==> src/rtl/axis_xgmii_tx_framer_pkg.sv <==
`default_nettype none
// ============================================================================
// Package  : eth_xgmii_pkg
// Brief    : XGMII character codes, fixed words, TX framer state type and
//            small helpers shared by the AXI-Stream to XGMII transmit path.
// Revision : 1.0 - initial release
// ============================================================================
package eth_xgmii_pkg;

    localparam logic [7:0] c_CHAR_IDLE     = 8'h07;
    localparam logic [7:0] c_CHAR_START    = 8'hFB;
    localparam logic [7:0] c_CHAR_TERM     = 8'hFD;
    localparam logic [7:0] c_CHAR_ERROR    = 8'hFE;
    localparam logic [7:0] c_CHAR_PREAMBLE = 8'h55;
    localparam logic [7:0] c_CHAR_SFD      = 8'hD5;

    // Start lives on lane 0, six preamble bytes follow, SFD on lane 7.
    localparam logic [63:0] c_WORD_START = {c_CHAR_SFD, {6{c_CHAR_PREAMBLE}}, c_CHAR_START};
    localparam logic [63:0] c_WORD_IDLE  = {8{c_CHAR_IDLE}};
    localparam logic [63:0] c_WORD_ERROR = {8{c_CHAR_ERROR}};
    localparam logic [63:0] c_WORD_TERM  = {{7{c_CHAR_IDLE}}, c_CHAR_TERM};

    // Wide enough for ceil(32/8) = 4 gap words.
    localparam int c_IFG_CNT_W = 3;

    typedef enum logic [2:0] {
        ST_IDLE = 3'd0,
        ST_DATA = 3'd1,
        ST_TERM = 3'd2,
        ST_DROP = 3'd3,
        ST_IFG  = 3'd4
    } tx_state_t;

    // Number of valid lanes: run of ones starting at lane 0, anything above
    // the first zero is ignored.
    function automatic logic [3:0] keep_lead_ones(input logic [7:0] keep);
        logic [3:0] w_n;
        logic       w_run;
        w_n   = 4'd0;
        w_run = 1'b1;
        for (int i = 0; i < 8; i++) begin
            if (w_run && keep[i]) begin
                w_n = w_n + 4'd1;
            end else begin
                w_run = 1'b0;
            end
        end
        return w_n;
    endfunction

    // Idle words still owed after a terminating word that already carried
    // idle_lanes idle characters.
    function automatic logic [2:0] ifg_words(input int ifg_bytes, input int idle_lanes);
        int w_rem;
        w_rem = ifg_bytes - idle_lanes;
        if (w_rem <= 0) begin
            return 3'd0;
        end
        return 3'((w_rem + 7) / 8);
    endfunction

endpackage
`default_nettype wire

==> src/rtl/axis_xgmii_tx_framer_if.sv <==
`default_nettype none
// ============================================================================
// Interface: axis_xgmii_tx_framer_if
// Brief    : AXI-Stream frame input bus feeding the XGMII transmit framer.
// Revision : 1.0 - initial release
// ============================================================================
interface axis_xgmii_tx_framer_if #(
    parameter int DATA_WIDTH = 64,
    parameter int KEEP_WIDTH = DATA_WIDTH / 8
);
    logic [DATA_WIDTH-1:0] tdata;
    logic [KEEP_WIDTH-1:0] tkeep;
    logic                  tvalid;
    logic                  tready;
    logic                  tlast;
    logic                  tuser;

    modport master (output tdata, output tkeep, output tvalid, output tlast, output tuser,
                    input  tready);
    modport slave  (input  tdata, input  tkeep, input  tvalid, input  tlast, input  tuser,
                    output tready);
endinterface
`default_nettype wire

==> src/rtl/axis_xgmii_tx_framer_term_encode.sv <==
`default_nettype none
// ============================================================================
// Module   : xgmii_term_encode
// Brief    : Builds the terminate-lane XGMII word: lanes below n carry data,
//            lane n carries the terminate character, lanes above are idle.
// Revision : 1.0 - initial release
// ============================================================================
module xgmii_term_encode
    import eth_xgmii_pkg::*;
(
    input  wire  [63:0] i_data,
    input  wire  [3:0]  i_n,
    output logic [63:0] o_txd,
    output logic [7:0]  o_txc
);

    // Per-lane select between data, terminate and idle fill.
    always_comb begin
        o_txd = c_WORD_IDLE;
        o_txc = 8'h00;
        for (int i = 0; i < 8; i++) begin
            if (4'(i) < i_n) begin
                o_txd[i*8 +: 8] = i_data[i*8 +: 8];
                o_txc[i]        = 1'b0;
            end else if (4'(i) == i_n) begin
                o_txd[i*8 +: 8] = c_CHAR_TERM;
                o_txc[i]        = 1'b1;
            end else begin
                o_txd[i*8 +: 8] = c_CHAR_IDLE;
                o_txc[i]        = 1'b1;
            end
        end
    end

endmodule
`default_nettype wire

==> src/rtl/axis_xgmii_tx_framer.sv <==
`default_nettype none
// ============================================================================
// Module   : axis_xgmii_tx_framer
// Brief    : AXI-Stream to 64-bit XGMII transmit framer. Adds start/preamble/
//            SFD, terminate, idle fill and inter-frame gap; aborts frames on
//            underflow or user error. FCS is expected inside the payload.
// Revision : 1.0 - initial release
// ============================================================================
module axis_xgmii_tx_framer
    import eth_xgmii_pkg::*;
#(
    parameter int DATA_WIDTH = 64,
    parameter int CTRL_WIDTH = DATA_WIDTH / 8,
    parameter int IFG_BYTES  = 12
) (
    input  wire                   tx_clk,
    input  wire                   tx_rst,
    axis_xgmii_tx_framer_if.slave s_axis,
    output logic [DATA_WIDTH-1:0] xgmii_txd,
    output logic [CTRL_WIDTH-1:0] xgmii_txc,
    output logic                  tx_start_packet,
    output logic                  tx_underflow
);

    // Gap owed after a TERM word (7 idle lanes) and after an abort (none).
    localparam logic [c_IFG_CNT_W-1:0] c_IFG_TERM  = ifg_words(IFG_BYTES, 7);
    localparam logic [c_IFG_CNT_W-1:0] c_IFG_ABORT = ifg_words(IFG_BYTES, 0);

    tx_state_t              r_state;
    tx_state_t              w_state_d;
    logic [c_IFG_CNT_W-1:0] r_ifg_cnt;
    logic [c_IFG_CNT_W-1:0] w_ifg_cnt_d;

    logic [DATA_WIDTH-1:0]  r_txd;
    logic [CTRL_WIDTH-1:0]  r_txc;
    logic                   r_start;
    logic                   r_uflow;
    logic [DATA_WIDTH-1:0]  w_txd_d;
    logic [CTRL_WIDTH-1:0]  w_txc_d;
    logic                   w_start_d;
    logic                   w_uflow_d;

    logic [3:0]             w_n;
    logic [c_IFG_CNT_W-1:0] w_ifg_lane;
    logic [63:0]            w_term_txd;
    logic [7:0]             w_term_txc;

    assign w_n        = keep_lead_ones(s_axis.tkeep);
    assign w_ifg_lane = ifg_words(IFG_BYTES, 7 - int'(w_n));

    xgmii_term_encode u_term_encode (
        .i_data (s_axis.tdata),
        .i_n    (w_n),
        .o_txd  (w_term_txd),
        .o_txc  (w_term_txc)
    );

    // Ready depends on state only, never on tvalid.
    assign s_axis.tready = (r_state == ST_DATA) || (r_state == ST_DROP);

    assign xgmii_txd       = r_txd;
    assign xgmii_txc       = r_txc;
    assign tx_start_packet = r_start;
    assign tx_underflow    = r_uflow;

    // State register and gap counter.
    always_ff @(posedge tx_clk) begin
        if (tx_rst) begin
            r_state   <= ST_IDLE;
            r_ifg_cnt <= '0;
        end else begin
            r_state   <= w_state_d;
            r_ifg_cnt <= w_ifg_cnt_d;
        end
    end

    // Next state; the gap counter is loaded on the way into IFG.
    always_comb begin
        w_state_d   = r_state;
        w_ifg_cnt_d = r_ifg_cnt;
        case (r_state)
            ST_IDLE: begin
                if (s_axis.tvalid) begin
                    w_state_d = ST_DATA;
                end
            end
            ST_DATA: begin
                if (!s_axis.tvalid) begin
                    w_state_d = ST_DROP;
                end else if (s_axis.tlast) begin
                    if (s_axis.tuser || (w_n == 4'd8)) begin
                        w_state_d = ST_TERM;
                    end else if (w_ifg_lane == '0) begin
                        w_state_d = ST_IDLE;
                    end else begin
                        w_state_d   = ST_IFG;
                        w_ifg_cnt_d = w_ifg_lane;
                    end
                end
            end
            ST_TERM: begin
                if (c_IFG_TERM == '0) begin
                    w_state_d = ST_IDLE;
                end else begin
                    w_state_d   = ST_IFG;
                    w_ifg_cnt_d = c_IFG_TERM;
                end
            end
            ST_DROP: begin
                if (s_axis.tvalid && s_axis.tlast) begin
                    if (c_IFG_ABORT == '0) begin
                        w_state_d = ST_IDLE;
                    end else begin
                        w_state_d   = ST_IFG;
                        w_ifg_cnt_d = c_IFG_ABORT;
                    end
                end
            end
            ST_IFG: begin
                if (r_ifg_cnt <= 3'd1) begin
                    w_state_d   = ST_IDLE;
                    w_ifg_cnt_d = '0;
                end else begin
                    w_ifg_cnt_d = r_ifg_cnt - 3'd1;
                end
            end
            default: begin
                w_state_d = ST_IDLE;
            end
        endcase
    end

    // Word to place on XGMII at the next edge, plus status pulses.
    always_comb begin
        w_txd_d   = c_WORD_IDLE;
        w_txc_d   = '1;
        w_start_d = 1'b0;
        w_uflow_d = 1'b0;
        case (r_state)
            ST_IDLE: begin
                if (s_axis.tvalid) begin
                    w_txd_d   = c_WORD_START;
                    w_txc_d   = 8'h01;
                    w_start_d = 1'b1;
                end
            end
            ST_DATA: begin
                if (!s_axis.tvalid) begin
                    w_txd_d   = c_WORD_ERROR;
                    w_uflow_d = 1'b1;
                end else if (s_axis.tuser) begin
                    w_txd_d = c_WORD_ERROR;
                end else if (s_axis.tlast && (w_n != 4'd8)) begin
                    w_txd_d = w_term_txd;
                    w_txc_d = w_term_txc;
                end else begin
                    w_txd_d = s_axis.tdata;
                    w_txc_d = '0;
                end
            end
            ST_TERM: begin
                w_txd_d = c_WORD_TERM;
            end
            default: begin
                w_txd_d = c_WORD_IDLE;
            end
        endcase
    end

    // Registered XGMII outputs and status pulses.
    always_ff @(posedge tx_clk) begin
        if (tx_rst) begin
            r_txd   <= c_WORD_IDLE;
            r_txc   <= '1;
            r_start <= 1'b0;
            r_uflow <= 1'b0;
        end else begin
            r_txd   <= w_txd_d;
            r_txc   <= w_txc_d;
            r_start <= w_start_d;
            r_uflow <= w_uflow_d;
        end
    end

endmodule
`default_nettype wire

==> src/flat_wrapper.sv <==
// flat-port wrapper written by rule: the top's interface ports become plain ports
module axis_xgmii_tx_framer_flat import eth_xgmii_pkg::*;
#(
    parameter int DATA_WIDTH = 64,
    parameter int CTRL_WIDTH = DATA_WIDTH / 8,
    parameter int IFG_BYTES  = 12
)
  (tx_clk, tx_rst, xgmii_txd, xgmii_txc, tx_start_packet, tx_underflow, s_axis_tdata, s_axis_tkeep, s_axis_tvalid, s_axis_tlast, s_axis_tuser, s_axis_tready);
  axis_xgmii_tx_framer_if #(.DATA_WIDTH(DATA_WIDTH)) s_axis_i ();
  input  wire tx_clk;
  input  wire tx_rst;
  output logic [DATA_WIDTH-1:0] xgmii_txd;
  output logic [CTRL_WIDTH-1:0] xgmii_txc;
  output logic tx_start_packet;
  output logic tx_underflow;
  input wire logic [$bits(s_axis_i.tdata)-1:0] s_axis_tdata;
  input wire logic [$bits(s_axis_i.tkeep)-1:0] s_axis_tkeep;
  input wire logic [$bits(s_axis_i.tvalid)-1:0] s_axis_tvalid;
  input wire logic [$bits(s_axis_i.tlast)-1:0] s_axis_tlast;
  input wire logic [$bits(s_axis_i.tuser)-1:0] s_axis_tuser;
  output wire logic [$bits(s_axis_i.tready)-1:0] s_axis_tready;
  assign s_axis_i.tdata = s_axis_tdata;
  assign s_axis_i.tkeep = s_axis_tkeep;
  assign s_axis_i.tvalid = s_axis_tvalid;
  assign s_axis_i.tlast = s_axis_tlast;
  assign s_axis_i.tuser = s_axis_tuser;
  assign s_axis_tready = s_axis_i.tready;
  axis_xgmii_tx_framer #(.DATA_WIDTH(DATA_WIDTH), .CTRL_WIDTH(CTRL_WIDTH), .IFG_BYTES(IFG_BYTES)) u_core (.tx_clk(tx_clk), .tx_rst(tx_rst), .s_axis(s_axis_i), .xgmii_txd(xgmii_txd), .xgmii_txc(xgmii_txc), .tx_start_packet(tx_start_packet), .tx_underflow(tx_underflow));
endmodule
==> config.mk <==
export PLATFORM = sky130hd
export DESIGN_NAME = axis_xgmii_tx_framer_flat
export DESIGN_NICKNAME = d
export VERILOG_FILES = /design/src/rtl/axis_xgmii_tx_framer_pkg.sv /design/src/rtl/axis_xgmii_tx_framer_if.sv /design/src/rtl/axis_xgmii_tx_framer_term_encode.sv /design/src/rtl/axis_xgmii_tx_framer.sv /design/src/flat_wrapper.sv
export SDC_FILE = /design/constraint.sdc
export NUM_CORES = 1
export LEC_CHECK = 0
export ABC_AREA = 1
export BUFFER_PORTS_ARGS = -buffer_cell sky130_fd_sc_hd__buf_2
export CAP_MARGIN = 25
export CORE_ASPECT_RATIO = 1.5
export CORE_MARGIN = 5
export CORE_UTILIZATION = 35
export CTS_BUF_LIST = sky130_fd_sc_hd__clkbuf_4 sky130_fd_sc_hd__clkbuf_8
export DETAILED_ROUTE_END_ITERATION = 8
export PLACE_DENSITY = 0.66
export SYNTH_ARGS = -nofsm -noshare
export SYNTH_HDL_FRONTEND = slang
export SYNTH_SLANG_ARGS = --single-unit
==> constraint.sdc <==
create_clock -name tx_clk -period 4.4 [get_ports tx_clk]
set_input_delay 0.44 -clock tx_clk [delete_from_list [all_inputs] [get_ports tx_clk]]
set_output_delay 0.44 -clock tx_clk [all_outputs]
set_load 0.05 [all_outputs]
==> results.py <==
metrics = {
    "power": {
        "worst_ir_drop_vdd_uv": 168,
        "cellLeakagePower_nw": 2.54,
        "report.power.total_mw": 3.20,
        "powerDensity_nw_per_um2": 644,
    },
    "worst_setup_path": {
        "worstSetupStartpointType": "primary input",
        "crit_path_max_fanout": 4,
        "timing.critical_path.slowest_stage_cell": "sky130_fd_sc_hd__ha_1",
        "crit_path_end_kind": "flip-flop",
        "worst-r2r-cell-count": 8,
        "cp_data_arrival_time_ps": 4180,
        "worst-endpoint-required_ps": 4650,
        "path_class": "in2reg",
        "critPathMaxStageDelay_ps": 310,
    },
    "clock_tree": {
        "post_cts.repair.setup_buffers": 0,
        "cts.htree.levels": 3,
        "clk-insertion-delay-late_ps": 350,
        "cts.clk_slew.worst_paths_ps": 80,
        "cts_max_path_buffers": 2,
        "tritoncts_num_sinks": 80,
        "cts_root_buffer": "sky130_fd_sc_hd__clkbuf_8",
        "cts_buffers": 9,
        "cts_tree": "yes",
    },
    "synthesis": {
        "share_of_synthesized_area_occupied_by_flip_flops_and_latches_pct": 41.9,
        "post_synth_num_cell_types": 43,
        "syn-cell-area_sq_um": 3830,
        "synth_fp_nets": 617,
        "netlist_top_cells_area": "sky130_fd_sc_hd__dfxtp_1 42%, sky130_fd_sc_hd__nand2_1 14%, sky130_fd_sc_hd__inv_1 6.7%, sky130_fd_sc_hd__nor2_1 5.1%, sky130_fd_sc_hd__a21oi_1 3.8%",
        "synth_largest_type_area_fraction_pct": 41.9,
        "ys_ff_latch": 80,
        "synth-warning-count": 0,
        "synth_largest_area_cell": "sky130_fd_sc_hd__dfxtp_1",
        "synth_cells": 529,
        "postSynthAreaPerCell_sq_um": 7.23,
        "ys_dominant_reg_cell": "sky130_fd_sc_hd__dfxtp_1",
        "share_of_synthesized_flip_flops_with_an_asynchronous_set_or_reset_pct": 0,
        "synth-edff-count": 0,
    },
    "timing": {
        "final.period_utilization_pct": 89.3,
        "unrepaired_setup_endpoints_after_global_routing": "false",
        "setup-tns-final_ps": 0,
        "actual_slew_at_the_worst_max_slew_pin_ps": 832,
        "timing.final.hold_violations": 0,
        "finalSetupViolCount": 0,
        "fin_skew_ps": 5.99,
        "slew-limit-headroom_pct": 44.2,
        "post-route-min-period_ps": 3930,
        "final-max-slew-violation-count": 0,
        "fmax_ghz": 0.255,
    },
    "placed_design": {
        "place_congestion": 0.952,
        "hpwl_um": 9480,
        "io_buffer_count": 151,
    },
    "route": {
        "drt_first_pass_iters": 5,
        "antenna_left": 0,
        "wire_per_inst_um": 14.1,
        "route.met2.wl_um": 6470,
        "detail_route.vias_per_cell": 4.70,
        "detail_route.drc_violations": 0,
        "drt-met1-wl_um": 4270,
        "wirelength_routed_um": 11700,
        "drt-initial-drc-count": 285,
        "dr_total_vias": 3904,
        "highest_metal_layer_used_by_the_detailed_router": "met4",
        "met3_wl_um": 788,
    },
    "floorplan": {
        "chipHeight_um": 138,
        "initial_utilization_pct": 35.9,
        "core.rowCount": 46,
        "dieArea_sq_um": 13200,
        "floorplan.io_pins": 152,
        "core_sq_um": 10600,
        "die-width_um": 95.4,
    },
    "finish": {
        "finish.net_count": 770,
        "drive_gt1_share_pct": 32.7,
        "n_antenna_cell": 0,
        "layout-area-overhead-vs-synth_pct": 29.9,
    },
    "global_route": {
        "vias_in_the_first_global_route": 3744,
        "grt.total_usage_pct": 18.0,
        "antenna_violations_before_repair": 0,
        "grt-ovfl-total": 0,
        "grt_pass1_wl_um": 18500,
        "maximum_number_of_pins_on_one_net_before_global_route_repair": 39,
    },
    "run_status": {
        "run_status": "complete, no violations",
    },
    "min_path": {
        "holdCritPathClass": "in2reg",
        "hold_path_depth": 2,
    },
    "job": {
        "cap_violations": 0,
    },
}
[path summary, 6_finish.rpt]
kind                                     startpoint                   end  slack, ps
worst max-delay path                s_axis_tkeep[1]   u_core.r_ifg_cnt[0]        470
worst min-delay path               s_axis_tdata[10]  u_core.xgmii_txd[10]        270
worst max register to register    u_core.r_state[2]  u_core.xgmii_txd[42]       2180
worst min register to register  u_core.r_ifg_cnt[2]   u_core.r_ifg_cnt[2]        560
[metal layers]
layer  up-vias  GRT usage (%)
met1      1762           19.3
met5         -              0
met2       152           33.6
met3        15           3.96
li1       1975              -
met4         0           6.30
[cells in the final DEF, fill, tap and decap left out, types with 4 or more instances in the layout]
cell type / count
sky130_fd_sc_hd__nand2_2: 12
sky130_fd_sc_hd__or3_1: 5
sky130_fd_sc_hd__buf_2: 151
sky130_fd_sc_hd__nand2_4: 5
sky130_fd_sc_hd__a21oi_1: 29
sky130_fd_sc_hd__nand4_1: 6
sky130_fd_sc_hd__ha_1: 11
sky130_fd_sc_hd__nand3_2: 4
sky130_fd_sc_hd__buf_4: 5
sky130_fd_sc_hd__nand2_1: 143
sky130_fd_sc_hd__nor3_1: 5
sky130_fd_sc_hd__o21ai_1: 4
sky130_fd_sc_hd__nor2_1: 51
sky130_fd_sc_hd__dfxtp_1: 80
sky130_fd_sc_hd__nor2_4: 5
sky130_fd_sc_hd__inv_2: 10
sky130_fd_sc_hd__clkbuf_8: 10
sky130_fd_sc_hd__nand3_1: 19
sky130_fd_sc_hd__nor2_2: 4
sky130_fd_sc_hd__o21ai_0: 25
sky130_fd_sc_hd__inv_1: 68
[synthesized netlist by cell type (2+ instances only)]
master,n
sky130_fd_sc_hd__o21ai_0,26
sky130_fd_sc_hd__nand4_1,6
sky130_fd_sc_hd__o21ai_1,3
sky130_fd_sc_hd__o31ai_1,2
sky130_fd_sc_hd__a21oi_2,2
sky130_fd_sc_hd__dfxtp_1,80
sky130_fd_sc_hd__or3_1,5
sky130_fd_sc_hd__nand2_4,5
sky130_fd_sc_hd__nor2_2,3
sky130_fd_sc_hd__nand3_1,19
sky130_fd_sc_hd__inv_2,10
sky130_fd_sc_hd__nand3_2,4
sky130_fd_sc_hd__nand2_2,12
sky130_fd_sc_hd__nor3_1,6
sky130_fd_sc_hd__nand2_1,143
sky130_fd_sc_hd__a21oi_1,29
sky130_fd_sc_hd__a31oi_1,2
sky130_fd_sc_hd__inv_1,68
sky130_fd_sc_hd__clkbuf_1,11
sky130_fd_sc_hd__nand4_2,2
sky130_fd_sc_hd__nand3b_1,2
sky130_fd_sc_hd__nor2_4,5
sky130_fd_sc_hd__ha_1,11
sky130_fd_sc_hd__nor2_8,2
sky130_fd_sc_hd__nor2_1,52
sky130_fd_sc_hd__a31o_2,2
[power breakdown]
group	internal (mW)	switching [mW]
sequential	0.941	0.0657
combinational	0.364	1.24
clock	0.332	0.256
total	1.64	1.56
[sequential cells by signal, summed over array words and instances, names as in the netlist]
register,flops
u_core.r_ifg_cnt,3
u_core.tx_start_packet,1
u_core.tx_underflow,1
u_core.r_state,3
u_core.xgmii_txc,8
u_core.xgmii_txd,64
[stage by stage]
step           hold WS [ps]  utilization (%)  cells  setup slack, ps  cell area, sq um
3_3_place_gp            536             44.6    815              183              4750
3_5_place_dp            544             44.6    815             25.4              4750
4_1_cts                 248             46.7    830              411              4970
2_1_floorplan           496                -    529              416              3830
6_report                268             46.7    830              472              4970
5_1_grt                 247             46.7    830             1.36              4970
[cell type report]
class	instances	area [sq um]
inverter	78	293
tap	144	180
sequential	80	1600
clock inverter	5	81.3
timing repair buffer	156	793
multi-input combinational	357	1880
fill	1081	5680
clock buffer	10	138
[logic make-up (layout without fill, tap and decap cells)]
| kind of cell | count (synthesis) | in the layout | share of synthesized area (%) |
|---|---|---|---|
| AO/OA/AOI/OAI | 76 | 76 | 11.6 |
| XOR/XNOR | 1 | 1 | 0.229 |
| adder cells (fa/ha/maj) | 11 | 11 | 3.60 |
| buffers and inverters | 92 | 249 | 9.16 |
| flip-flops | 80 | 80 | 41.9 |
| multiplexers | 1 | 1 | 0.392 |
| AND/OR/NAND/NOR | 268 | 268 | 33.2 |
[critical path: cells and delay by family]
| kind | cells | cell delay [ps] |
|---|---|---|
| adders and majority gates | 5 | 1320 |
| AOI/OAI and AO/OA | 2 | 390 |
| buffers and inverters | 6 | 360 |
| and+or+nand+nor | 17 | 1670 |
[timing repair]
item	4_1_cts	5_1_grt
hold buffers	0	0
resized for setup	0	1
hold endpoints to repair	0	0
setup endpoints to repair	0	3
No activity file was read; power rests on OpenSTA's default activity.
